<file path="config.mk">
export PLATFORM = sky130hd
export DESIGN_NAME = bidimen_demux_pack
export DESIGN_NICKNAME = d
export VERILOG_FILES = /design/src/rtl/bidimen_demux_pack.sv
export SDC_FILE = /design/constraint.sdc
export NUM_CORES = 1
export LEC_CHECK = 0
export CAP_MARGIN = 5
export CORE_AREA = 8 8 254 256
export CTS_BUF_LIST = sky130_fd_sc_hd__clkbuf_4 sky130_fd_sc_hd__clkbuf_8
export DETAILED_ROUTE_END_ITERATION = 8
export DIE_AREA = 0 0 262 264
export MAX_ROUTING_LAYER = met4
export PLACE_DENSITY = 0.67
export RECOVER_POWER = 25
export SLEW_MARGIN = 20
export SYNTH_ARGS = -nofsm -noshare
export SYNTH_HDL_FRONTEND = slang
export SYNTH_SLANG_ARGS = --single-unit
</file>
<file path="constraint.sdc">
create_clock -name clk -period 2.9 [get_ports clk]
set_input_delay 0.725 -clock clk [delete_from_list [all_inputs] [get_ports clk]]
set_output_delay 0.725 -clock clk [all_outputs]
set_load 0.01 [all_outputs]
</file>
<file path="src/rtl/bidimen_demux_pack.sv">
// Registered demultiplexer/packer: steers handshaked words into a DEPTH-slot bank
// and hands off the packed bank as a frame once every slot has been written.
module bidimen_demux_pack #(
  parameter int WIDTH = 32,
  parameter int DEPTH = 19,
  localparam int SEL_WIDTH = (DEPTH > 1) ? $clog2(DEPTH) : 1
) (
  input  logic                   clk,
  input  logic                   rst,
  input  logic                   d_flush,
  input  logic                   d_auto,
  input  logic [WIDTH-1:0]       d_in,
  input  logic [SEL_WIDTH-1:0]   d_ctrl,
  input  logic                   d_valid,
  output logic                   d_ready,
  output logic                   d_err,
  output logic [DEPTH-1:0]       d_mask,
  output logic [WIDTH*DEPTH-1:0] d_out,
  output logic                   d_out_valid,
  input  logic                   d_out_ready
);

  typedef enum logic {
    FILL = 1'b0,
    HOLD = 1'b1
  } state_t;

  state_t                        state_q, state_d;
  logic [DEPTH-1:0][WIDTH-1:0]   bank_q, bank_d;
  logic [DEPTH-1:0]              mask_q, mask_d;
  logic [SEL_WIDTH-1:0]          ptr_q, ptr_d;
  logic                          err_q, err_d;
  logic [SEL_WIDTH-1:0]          addr;
  logic                          addr_ok;
  logic                          accept;

  // Ready is a state decode, additionally held low for the whole time rst is asserted.
  assign d_ready     = (state_q == FILL) && !rst;
  assign d_out_valid = (state_q == HOLD);
  assign d_err       = err_q;
  assign d_mask      = mask_q;
  assign d_out       = bank_q;

  assign addr    = d_auto ? ptr_q : d_ctrl;
  assign addr_ok = (32'(addr) < 32'(DEPTH));
  assign accept  = d_valid && d_ready;

  always_comb begin
    state_d = state_q;
    bank_d  = bank_q;
    mask_d  = mask_q;
    ptr_d   = ptr_q;
    err_d   = 1'b0;

    if (d_flush) begin
      mask_d  = '0;
      ptr_d   = '0;
      state_d = FILL;
    end else if (state_q == FILL) begin
      if (accept) begin
        if (addr_ok) begin
          for (int unsigned i = 0; i < DEPTH; i++) begin
            if (addr == SEL_WIDTH'(i)) begin
              bank_d[i] = d_in;
              mask_d[i] = 1'b1;
            end
          end
        end else begin
          err_d = 1'b1;
        end
        if (d_auto) begin
          ptr_d = (ptr_q == SEL_WIDTH'(DEPTH - 1)) ? '0 : ptr_q + SEL_WIDTH'(1);
        end
        if (&mask_d) begin
          state_d = HOLD;
        end
      end
    end else begin
      if (d_out_ready) begin
        mask_d  = '0;
        ptr_d   = '0;
        state_d = FILL;
      end
    end
  end

  always_ff @(posedge clk) begin
    if (rst) begin
      state_q <= FILL;
      bank_q  <= '0;
      mask_q  <= '0;
      ptr_q   <= '0;
      err_q   <= 1'b0;
    end else begin
      state_q <= state_d;
      bank_q  <= bank_d;
      mask_q  <= mask_d;
      ptr_q   <= ptr_d;
      err_q   <= err_d;
    end
  end

endmodule

</file>
==> results of run 1 <==
==> through the flow <==
| stage | instances | utilization | setup TNS, ns |
|---|---|---|---|
| 3_5_place_dp | 3803 | 0.507 | -83.87 |
| 3_3_place_gp | 3803 | 0.507 | -54.30 |
| 4_1_cts | 3985 | 0.545 | 0 |
| 2_1_floorplan | 2468 | - | 0 |
| 5_1_grt | 3987 | 0.544 | 0 |
| 6_report | 3987 | 0.544 | 0 |
==> power breakdown <==
group          internal, mW  switching (mW)
logic                 0.208           0.513
registers              8.73          0.0150
clock network          4.86            3.59
==> cell type report <==
cell class / count / area, sq um
fillers: 5363 / 27700
repair buffers: 780 / 7910
well taps: 790 / 988
clock buffers: 162 / 2020
diodes: 1 / 2.50
inverters: 3 / 11.3
flip-flops and latches: 634 / 12700
clock inverters: 20 / 255
multi-input cells: 1597 / 9220
==> per-layer routing <==
| metal | up-vias | GRT usage | routed length (um) |
|---|---|---|---|
| met4 | 0 | 0.113 | 3720 |
| met3 | 215 | 0.0866 | 9420 |
| met2 | 948 | 0.396 | 41300 |
| met5 | - | - | 0 |
| met1 | 9680 | 0.289 | 35000 |
| li1 | 9394 | - | - |
==> final timing paths <==
| check | from | endpoint | slack, ns | cells past startpoint |
|---|---|---|---|---|
| worst max-delay path | d_auto | d_out[85] | 0.22 | 10 |
| worst min-delay path | d_out[12] | d_out[12] | 0.45 | 2 |
| worst max register to register | ptr_q[1] | d_out[85] | 0.57 | 7 |
| worst min register to register | d_out[12] | d_out[12] | 0.45 | 2 |
==> worst max-delay path: stages <==
cell,delay [ns]
dlygate4sd3_1,0.60
buf_4,0.19
clkbuf_4,0.14
mux2i_2,0.14
buf_4,0.17
o211ai_2,0.35
nand2b_1,0.15
clkbuf_4,0.45
nand2_1,0.11
a21oi_1,0.19
==> flip-flops by register name, summed over array words and instances, names as in the netlist <==
register and flops:
d_err 1, d_mask 19, d_out 608, d_out_valid 1, ptr_q 5
==> cell families (layout without fill, tap and decap cells) <==
logic type               count (synthesis)  count (layout)
adder cells (fa/ha/maj)                  2               2
other                                    0               1
XOR/XNOR                                 4               4
multiplexers                           385             385
AND/OR/NAND/NOR                        922             922
buffers and inverters                  237             965
AO/OA/AOI/OAI                          284             284
flip-flops                             634             634
==> layout by cell type (no fill, tap or decap), drive strengths merged, types with 7 or more instances in the layout <==
master,count
nand2,457
clkinv,10
clkbuf,175
clkdlybuf4s50,502
inv,7
dfxtp,634
nand2b,8
dlygate4sd3,169
nor2,424
a21oi,235
mux2i,385
a32oi,16
buf,96
==> reports/metrics.yaml, run 1 <==
clock_tree:
  cts_max_level: 3
  cts_tree: "built"
  clkTransAtPathRegs_ns: 0.06
  cts_root_buf: "clkbuf_8"
  clockBufferDepth: 3
  cts_resized: 0
  cts_setup_buffers: 0
  clock-sinks: 634
  clk_latency_ns: 0.69
  cts_buffers: 102
  postCtsHoldBufs: 0
floorplanning:
  core-area_sq_um: 60800
  start_util: 0.378
  io_pins: 673
  die_y_um: 264
  die_width_um: 262
  num_rows: 91
  dieArea_sq_um: 69200
timing:
  rsz0062_at_grt: "false"
  fmax_ghz: 0.373
  setup_viol: 0
  setup_slack_ns: 0.217
  clock_skew_ns: 0.0362
  period_minus_slack_ns: 2.68
  fin_crit_sh: 0.925
  whs_ns: 0.452
  hold_viol_final: 0
  drv_slew: 0
  worst_pin_slew_ns: 0.918
  slew_headroom: 0.388
route:
  avgViaCountPerCell: 5.08
  vias: 20237
  drt-pass1-iter-count: 5
  routedWlPerCell_um: 22.4
  drc: 0
  detail-route-antenna-nets: 0
  drt-initial-drc-count: 1418
  routed_wl_um: 89500
logic_synthesis:
  synthAdderAreaFrac: 0.00109
  synth_cell_type_count: 57
  synth_edf_count: 0
  synth_nets: 2513
  synth_top_area_share: 0.552
  ys_seq_elements: 634
  syn_avg_cell_area_sq_um: 9.31
  yosysWarnings: 0
  synthArstFlopShare: 0
  synthCells: 2468
  syn-cell-area_sq_um: 23000
  synth_top_family_by_area: "multiplexers"
  synthFlopType: "dfxtp_1"
  synth_compound_area_frac: 0.0710
  ys_top_cells_by_area: "dfxtp_1 55%, mux2i_1 17%, nand2_1 7.5%"
  yosys-top-cells-count: "634 x dfxtp_1, 457 x nand2_1, 414 x nor2_1"
  yosysTopAreaCell: "dfxtp_1"
  synth_mux_area_frac: 0.168
  ys_seq_area_frac: 0.552
  synth.most_common_cell: "dfxtp_1"
  synth-simple-area-share: 0.157
  synth-xor-area-share: 0.00152
critical_path:
  arrival_ns: 3.26
  critPathCaptureType: "flop"
  startpoint_type: "input port"
  path_class: "input port to flop"
  worstPathRequired_ns: 3.48
  path_max_fanout: 32
layout:
  final_cell_area_sq_um: 33100
  final_nets: 3163
  drive_gt1_frac: 0.0986
  area_delta_synth_final_pct: 44.0
status:
  status: "finished clean"
job:
  maxCapViolCount: 0
placed_design:
  placed_area_sq_um: 30900
  gp_congestion: 0.882
  place_ws_ns: -0.255
  dp_hpwl_um: 61700
  io_buffers: 672
grt:
  grt_pass1_wl_um: 130000
  grtUsageTotal: 0.252
  grt_pass1_vias: 19946
  overflow: 0
  antenna_found_initial: 1
  grt_max_degree: 236
pwr:
  peakVddDrop_v: 0.000598
  design_power_total_mw: 17.9
  leakage_nw: 11.7
  powerDensity_nw_per_um2: 541
worst_hold_path:
  hp-class: "flop to flop"
Power figures use the tool's default switching activity.
==> inputs of run 2 (changes only) <==
ABC_AREA = 0   (was unset)
==> results of run 2 <==
The final DEF is identical to that of run 1; final timing and power are the same.
